## src/rtl/y_mc_ctrl.sv

```systemverilog
// Multi-cycle sequencer for the yIF/yID/yEX/yDM/yWB/yPC datapath: steps each instruction
// through FETCH/DECODE/EXEC/MEM/WB, drives the shared memory handshake and counts retirements.
module y_mc_ctrl (
   input  logic        clk,
   input  logic        rst_n,
   input  logic        run,
   input  logic [6:0]  opcode,
   input  logic [2:0]  funct3,
   input  logic        funct7b5,
   input  logic        zero,
   input  logic        mem_ready,
   output logic        mem_req,
   output logic        mem_we,
   output logic        addr_sel,
   output logic        ir_load,
   output logic        pc_write,
   output logic [1:0]  pc_sel,
   output logic        int_out,
   output logic        reg_write,
   output logic        alu_src,
   output logic [2:0]  alu_op,
   output logic [1:0]  wb_sel,
   output logic [31:0] retired,
   output logic [2:0]  state
);

   typedef enum logic [2:0] {
      S_FETCH  = 3'd0,
      S_DECODE = 3'd1,
      S_EXEC   = 3'd2,
      S_MEM    = 3'd3,
      S_WB     = 3'd4,
      S_TRAP   = 3'd5
   } state_t;

   typedef enum logic [2:0] {
      C_NONE = 3'd0,
      C_LW   = 3'd1,
      C_I    = 3'd2,
      C_R    = 3'd3,
      C_S    = 3'd4,
      C_SB   = 3'd5,
      C_UJ   = 3'd6,
      C_ILL  = 3'd7
   } cls_t;

   localparam logic [6:0] OP_LW = 7'b0000011;
   localparam logic [6:0] OP_I  = 7'b0010011;
   localparam logic [6:0] OP_R  = 7'b0110011;
   localparam logic [6:0] OP_S  = 7'b0100011;
   localparam logic [6:0] OP_SB = 7'b1100011;
   localparam logic [6:0] OP_UJ = 7'b1101111;

   // Returns {class, alu_op}; an R/I encoding with an unsupported funct3 is illegal.
   function automatic logic [5:0] decode_ins(input logic [6:0] op, input logic [2:0] f3,
                                             input logic f7);
      logic [2:0] cls;
      logic [2:0] aop;
      cls = C_ILL;
      aop = 3'b000;
      case (op)
         OP_LW:   begin cls = C_LW; aop = 3'b010; end
         OP_S:    begin cls = C_S;  aop = 3'b010; end
         OP_SB:   begin cls = C_SB; aop = 3'b110; end
         OP_UJ:   begin cls = C_UJ; aop = 3'b000; end
         OP_R, OP_I: begin
            cls = (op == OP_R) ? C_R : C_I;
            case (f3)
               3'b000:  aop = (op == OP_R && f7) ? 3'b110 : 3'b010;
               3'b111:  aop = 3'b000;
               3'b110:  aop = 3'b001;
               3'b010:  aop = 3'b111;
               default: begin cls = C_ILL; aop = 3'b000; end
            endcase
         end
         default: begin cls = C_ILL; aop = 3'b000; end
      endcase
      return {cls, aop};
   endfunction

   state_t      r_state;
   state_t      w_next;
   cls_t        r_cls;
   logic [2:0]  r_alu_op;
   logic [31:0] r_retired;
   logic [5:0]  w_dec;
   cls_t        w_dec_cls;

   logic        w_mem_req;
   logic        w_mem_we;
   logic        w_addr_sel;
   logic        w_ir_load;
   logic        w_pc_write;
   logic [1:0]  w_pc_sel;
   logic        w_int_out;
   logic        w_reg_write;
   logic        w_alu_src;
   logic [2:0]  w_alu_op;
   logic [1:0]  w_wb_sel;

   // Instruction decode of the latched IR fields
   always_comb begin
      w_dec     = decode_ins(opcode, funct3, funct7b5);
      w_dec_cls = cls_t'(w_dec[5:3]);
   end

   // State register
   always_ff @(posedge clk or negedge rst_n) begin
      if (!rst_n) begin
         r_state <= S_FETCH;
      end else begin
         r_state <= w_next;
      end
   end

   // Class and ALU op are captured once in DECODE and held for the rest of the instruction
   always_ff @(posedge clk or negedge rst_n) begin
      if (!rst_n) begin
         r_cls    <= C_NONE;
         r_alu_op <= 3'b000;
      end else if (r_state == S_DECODE) begin
         r_cls    <= w_dec_cls;
         r_alu_op <= w_dec[2:0];
      end
   end

   // Retired counter: one pc_write per completed instruction, trap excluded
   always_ff @(posedge clk or negedge rst_n) begin
      if (!rst_n) begin
         r_retired <= 32'd0;
      end else if (w_pc_write && (r_state != S_TRAP)) begin
         r_retired <= r_retired + 32'd1;
      end
   end

   // Next-state and output decode
   always_comb begin
      w_next      = r_state;
      w_mem_req   = 1'b0;
      w_mem_we    = 1'b0;
      w_addr_sel  = 1'b0;
      w_ir_load   = 1'b0;
      w_pc_write  = 1'b0;
      w_pc_sel    = 2'd0;
      w_int_out   = 1'b0;
      w_reg_write = 1'b0;
      w_alu_src   = 1'b0;
      w_alu_op    = 3'b000;
      w_wb_sel    = 2'd0;
      case (r_state)
         S_FETCH: begin
            if (run) begin
               w_mem_req = 1'b1;
               if (mem_ready) begin
                  w_ir_load = 1'b1;
                  w_next    = S_DECODE;
               end else begin
                  w_next    = S_FETCH;
               end
            end else begin
               w_next = S_FETCH;
            end
         end
         S_DECODE: begin
            if (w_dec_cls == C_ILL) begin
               w_next = S_TRAP;
            end else begin
               w_next = S_EXEC;
            end
         end
         S_EXEC: begin
            w_alu_op  = r_alu_op;
            w_alu_src = (r_cls == C_LW) || (r_cls == C_I) || (r_cls == C_S);
            case (r_cls)
               C_SB: begin
                  w_pc_write = 1'b1;
                  w_pc_sel   = zero ? 2'd1 : 2'd0;
                  w_next     = S_FETCH;
               end
               C_LW, C_S: w_next = S_MEM;
               default:   w_next = S_WB;
            endcase
         end
         S_MEM: begin
            w_mem_req  = 1'b1;
            w_addr_sel = 1'b1;
            w_mem_we   = (r_cls == C_S);
            w_alu_op   = r_alu_op;
            w_alu_src  = 1'b1;
            if (mem_ready) begin
               if (r_cls == C_S) begin
                  w_pc_write = 1'b1;
                  w_next     = S_FETCH;
               end else begin
                  w_next     = S_WB;
               end
            end else begin
               w_next = S_MEM;
            end
         end
         S_WB: begin
            w_reg_write = 1'b1;
            w_pc_write  = 1'b1;
            case (r_cls)
               C_LW:    begin w_wb_sel = 2'd1; w_pc_sel = 2'd0; end
               C_UJ:    begin w_wb_sel = 2'd2; w_pc_sel = 2'd2; end
               default: begin w_wb_sel = 2'd0; w_pc_sel = 2'd0; end
            endcase
            w_next = S_FETCH;
         end
         S_TRAP: begin
            w_int_out  = 1'b1;
            w_pc_write = 1'b1;
            w_pc_sel   = 2'd3;
            w_next     = S_FETCH;
         end
         default: w_next = S_FETCH;
      endcase
   end

   // Reset abandons a pending fetch request at once, without waiting for a clock
   assign mem_req   = w_mem_req & rst_n;
   assign ir_load   = w_ir_load & rst_n;
   assign mem_we    = w_mem_we;
   assign addr_sel  = w_addr_sel;
   assign pc_write  = w_pc_write;
   assign pc_sel    = w_pc_sel;
   assign int_out   = w_int_out;
   assign reg_write = w_reg_write;
   assign alu_src   = w_alu_src;
   assign alu_op    = w_alu_op;
   assign wb_sel    = w_wb_sel;
   assign retired   = r_retired;
   assign state     = r_state;

endmodule
```

## config.mk

```make
export PLATFORM = sky130hd
export DESIGN_NAME = y_mc_ctrl
export DESIGN_NICKNAME = d
export VERILOG_FILES = /design/src/rtl/y_mc_ctrl.sv
export SDC_FILE = /design/constraint.sdc
export NUM_CORES = 1
export LEC_CHECK = 0
export CAP_MARGIN = 10
export CORE_UTILIZATION = 25
export DETAILED_ROUTE_END_ITERATION = 6
export PLACE_DENSITY_LB_ADDON = 0.2
export SYNTH_ARGS = -nofsm -noshare
export SYNTH_HDL_FRONTEND = slang
export SYNTH_SLANG_ARGS = --single-unit
```

## constraint.sdc

```tcl
create_clock -name clk -period 3.5 [get_ports clk]
set_input_delay 0.35 -clock clk [delete_from_list [all_inputs] [get_ports clk]]
set_output_delay 0.35 -clock clk [all_outputs]
set_load 0.02 [all_outputs]
```

### After elaboration in Yosys (flattened, before gate mapping)

Index checks and enable logic that the tools add are counted.
W data, S select, Z words.

| operators by class | value |
|---|---|
| $add $sub $neg | 1 |
| bitwise gates (word level) | 2 |
| mux-type cells | 34 |
| reduce and logical (&&, ||, !) cells | 12 |
| equality and inequality tests | 21 |

Operators by type and width:

| operator | count |
|---|---|
| $add A32 B1 Y32 const B | 1 |
| $eq A3 B3 Y1 const B | 8 |
| $mux W3 | 7 |
| $pmux W3 S3 | 2 |
| $mux W1 | 15 |
| $pmux W3 S5 | 1 |
| $eq A7 B6 Y1 const B | 2 |
| $eq A7 B7 Y1 const B | 2 |
| $eq A3 B2 Y1 const B | 4 |
| $pmux W3 S4 | 1 |
| $reduce_or A2 Y1 | 5 |
| $eq A7 B2 Y1 const B | 1 |
| $eq A7 B5 Y1 const B | 1 |
| $eq A3 B1 Y1 const B | 2 |
| $logic_not A3 Y1 | 2 |
| $pmux W2 S3 | 1 |
| $pmux W3 S2 | 1 |
| $mux W2 | 2 |
| $pmux W1 S2 | 2 |
| $pmux W2 S2 | 1 |
| $reduce_or A4 Y1 | 1 |
| $ne A3 B3 Y1 const B | 1 |
| $pmux W1 S3 | 1 |
| $and A1 B1 Y1 | 2 |
| 2 further kinds | 4 |

| word-level totals | value |
|---|---|
| output and inout bits | 50 |
| word-level logic and storage cells | 74 |
| input port bits | 16 |
| flip-flop bits (word level) | 41 |

### Depth between registers and ports, before layout

| depth | value |
|---|---|
| word-level depth | 7 |
| gate-level depth with buffers | 8 |
| gate-level depth less buffers | 5 |

### Least setup slack after synthesis

OpenSTA, ideal clock, no wires.

| path | value |
|---|---|
| path type | register to output |
| from | register r_state[1], in the netlist state[1] |
| to | output wb_sel[0] |
| slack | 1.337 ns |
| data arrival time | 1.813 ns |
| required time | 3.150 ns |
| buffers on the path | 2 |
| stages on the path, launching flop included | 6 |
| cells stage by stage | dfrtp_1 > buf_2 > nor2_1 > and2_1 > buf_2 > nor4b_1 |

| between the ends | value |
|---|---|
| longest elaborated chain between the ends | 2 |

RTL lines:

| element | RTL line | text |
|---|---|---|
| from (decl) | 81 | `state_t r_state;` |
| from (signal assigned) | 112 | `r_state <= w_next;` |
| $eq A3 B3 Y1 | 150 | `case (r_state)` |
| $mux W2 | 150 |  |
| to (decl) | 22 | `output logic [1:0] wb_sel,` |

No other way between the ends.

### Final worst setup path

| path | value |
|---|---|
| from | register r_state[0], in the netlist state[0] |
| to | output wb_sel[0] |

The elaborated chain is that of the path after synthesis.

==> key figures <==
Final layout
  – Layout cell share with drive strength beyond 1: approximately 7.8%
  – Fin nets: roughly 320
  – # diodes: 0
  – Area Overhead vs Synth: 36.2%

Worst setup path
  – Reg2Reg Setup Slack: 1.47 ns
  – FF-to-FF End: retired[31]
  – CP startpoint kind: register
  – CP cell instances: nor2_1 -> and2_1 -> nor4b_1 -> clkdlybuf4s50_1
  – Crit path capture type: primary output
  – Crit Path Class: register to primary output
  – Slowest stage delay, CP: just under 0.7 ns
  – Critical path's slowest cell: clkdlybuf4s50_1
  – Crit Path Max Fanout: 12
  – CP arrival: roughly 2.4 ns
  – CP Data Required Time: approximately 3.2 ns
  – Worst R2R Path Depth: 5
  – Worst r2r src: state[0]

Power
  – VDD IR max: 0.170 mV
  – Leak Pwr: 1.36 nW
  – Pwr/cell area: between 400 and 500 nW/um2
  – Total Power: 0.00141 W

Clocking
  – CTS tree: done
  – Worst skew pair latency: slightly below 0.3 ns
  – Clock slew at reported path FFs: 0.08 ns
  – Post-cts resize count: 0
  – # Post-CTS Setup Buffers: 0
  – Clock sink total: 41
  – Htree depth: 2
  – Hold bufs inserted after CTS: 0
  – CTS root buf: clkbuf_8
  – CTS buffer count: 5
  – Clock buffer depth: 2

Placement
  – HPWL after DPL: just over 4000 um
  – I/O Buffers: 65
  – Gpl congestion: around 0.75

Routing
  – DRC violations left: 0
  – Wire per inst: between 10 and 15 um
  – Total Wirelength: 5600 um
  – Pre-antenna DRT Iters: 4
  – DR iter-0 viols: between 50 and 60
  – DR vias: between 1500 and 2000
  – Routed Antenna Nets: 0
  – Number of vias per cell: roughly 4.6

STA
  – RSZ-0062 raised after global routing: no
  – Final Hold Vio Count: 0
  – Sum of negative setup slack: 0 ns
  – Setup Skew: approximately 0.0071 ns
  – Minimum clock period: approximately 2.7 ns
  – FMAX: about 0.37 GHz
  – Final setup fails: 0
  – Worst slew pin tran: 0.693 ns
  – Pins over their slew limit: 0
  – Fin crit share: 77.3%
  – Slew headroom: between 50% and 60%

Yosys
  – Largest area contributor in the netlist: dfrtp_1
  – Distinct cells, synth: between 40 and 50
  – Sequential area share after synthesis: between 40 and 50%
  – Synthesized area: around 2300 um2
  – Syn_nets: around 260
  – Number of synthesized flops with an enable pin: 0
  – Most common cell in the synthesized netlist: dfrtp_1
  – Yosys warnings: 0
  – Cells after synthesis: 241
  – Async SR Flop Fraction: 100%
  – Ranking of synthesized cells by area: dfrtp_1 (45%), xor2_1 (7.7%), xnor2_1 (5.0%), nor3_1 (4.4%), nor2_1 (4.3%)
  – Top_reg_cell synth: dfrtp_1
  – Share of the synthesized area in the top cell type: between 40% and 50%
  – Commonest cells post-synth: dfrtp_1 (41), nor2_1 (26), nor3_1 (20), xor2_1 (20)
  – FF+latch count, synth: between 40 and 50
  – Syn Area/Cell: 9.47 um2

GRT
  – Grt ovf: 0
  – Vias in the first global route: approximately 1900
  – Initial antenna violation count: 0
  – GRT Util Overall: between 10% and 20%
  – First-pass GRT wire length: approximately 9600 um
  – Largest net degree at the start of global routing: 42

Die
  – Die extent in x: about 98 um
  – Die ar.: approximately 9500 um2
  – Io pins: 66
  – Num rows: 34
  – Die Y: around 100 um
  – Initial Util: 26.1%
  – Core box area: slightly below 9000 um2

Status
  – Status: complete, no violations

Job
  – Max_cap viols: 0

Min path
  – Min-delay worst type: primary input to async pin
[flip-flops by register name, summed over array words and instances, names as in the netlist]
register  flops
state         3
r_cls         3
r_alu_op      3
retired      32
[per-stage QoR]
step	util [%]	area [um2]	hold WS, ns	cells	setup WS (ns)
2_1_floorplan	-	2280	0.0544	241	1.34
3_3_place_gp	34.5	3020	0.458	406	1.16
3_5_place_dp	34.5	3020	0.462	406	1.14
4_1_cts	35.5	3110	0.241	414	0.807
5_1_grt	35.5	3110	0.270	414	0.632
6_report	35.5	3110	0.207	414	0.794
[worst max path at each step]
stage                     startpoint          end  cells after the start  slack, ns
after detailed placement    state[0]    wb_sel[0]                      4       1.14
after floorplan             state[1]    wb_sel[0]                      5       1.34
after global placement     mem_ready  retired[12]                      6       1.16
after CTS                   state[0]    wb_sel[0]                      4       0.81
after global routing        state[0]    wb_sel[0]                      4       0.63
final                       state[0]    wb_sel[0]                      4       0.79
[area by class of cell]
type                       instances  area [um2]
inverter                          17        63.8
fill                             934        5650
multi-input combinational        174        1140
tap                              108         135
timing repair buffer              66         653
clock buffer                       5        68.8
clock inverter                     3        17.5
sequential                        41        1030
[cells by family (layout without fill, tap and decap cells)]
| group | after synthesis | count (layout) | synth area share, % |
|---|---|---|---|
| AO/OA/AOI/OAI | 31 | 31 | 10.0 |
| XOR/XNOR | 33 | 33 | 12.7 |
| multiplexers | 1 | 1 | 0.493 |
| adder cells (fa/ha/maj) | 1 | 1 | 0.548 |
| AND/OR/NAND/NOR | 108 | 108 | 26.4 |
| buffers and inverters | 26 | 91 | 4.93 |
| flip-flops | 41 | 41 | 44.9 |
[routing by layer]
layer	part of all wire (%)	track usage [%]	up-vias
li1	-	-	952
met1	52	17.7	895
met2	44	19.0	44
met3	3.4	2.52	5
met4	0.86	3.05	0
met5	0	0	-
[critical path: cells and delay by family, from the launching register on]
kind	cells	cell delay (ns)
buf+inv	1	0.68
flops	1	0.52
simple gates	3	0.86
[layout by cell type (no fill, tap or decap), types with 2 or more instances in the layout]
| cell type | n |
|---|---|
| clkinv_2 | 2 |
| clkdlybuf4s50_1 | 64 |
| clkbuf_8 | 5 |
| xor2_1 | 20 |
| nand4_1 | 3 |
| a21oi_1 | 6 |
| and2_1 | 5 |
| o21ai_0 | 10 |
| and3_1 | 5 |
| nor3_2 | 2 |
| inv_1 | 17 |
| nand3_1 | 10 |
| xnor2_1 | 13 |
| nor2b_1 | 4 |
| nor4_2 | 2 |
| nor3_1 | 20 |
| a21o_1 | 2 |
| dfrtp_1 | 41 |
| nand2b_1 | 3 |
| nor4_1 | 2 |
| nand2_1 | 17 |
| nor2_1 | 26 |
| a31oi_1 | 2 |
[power breakdown]
part,switching [W],internal (W)
combinational,0.000245,0.000220
sequential,0.0000970,0.000530
clock,0.000175,0.000138
total,0.000516,0.000889
No activity file was read; power rests on OpenSTA's default activity.
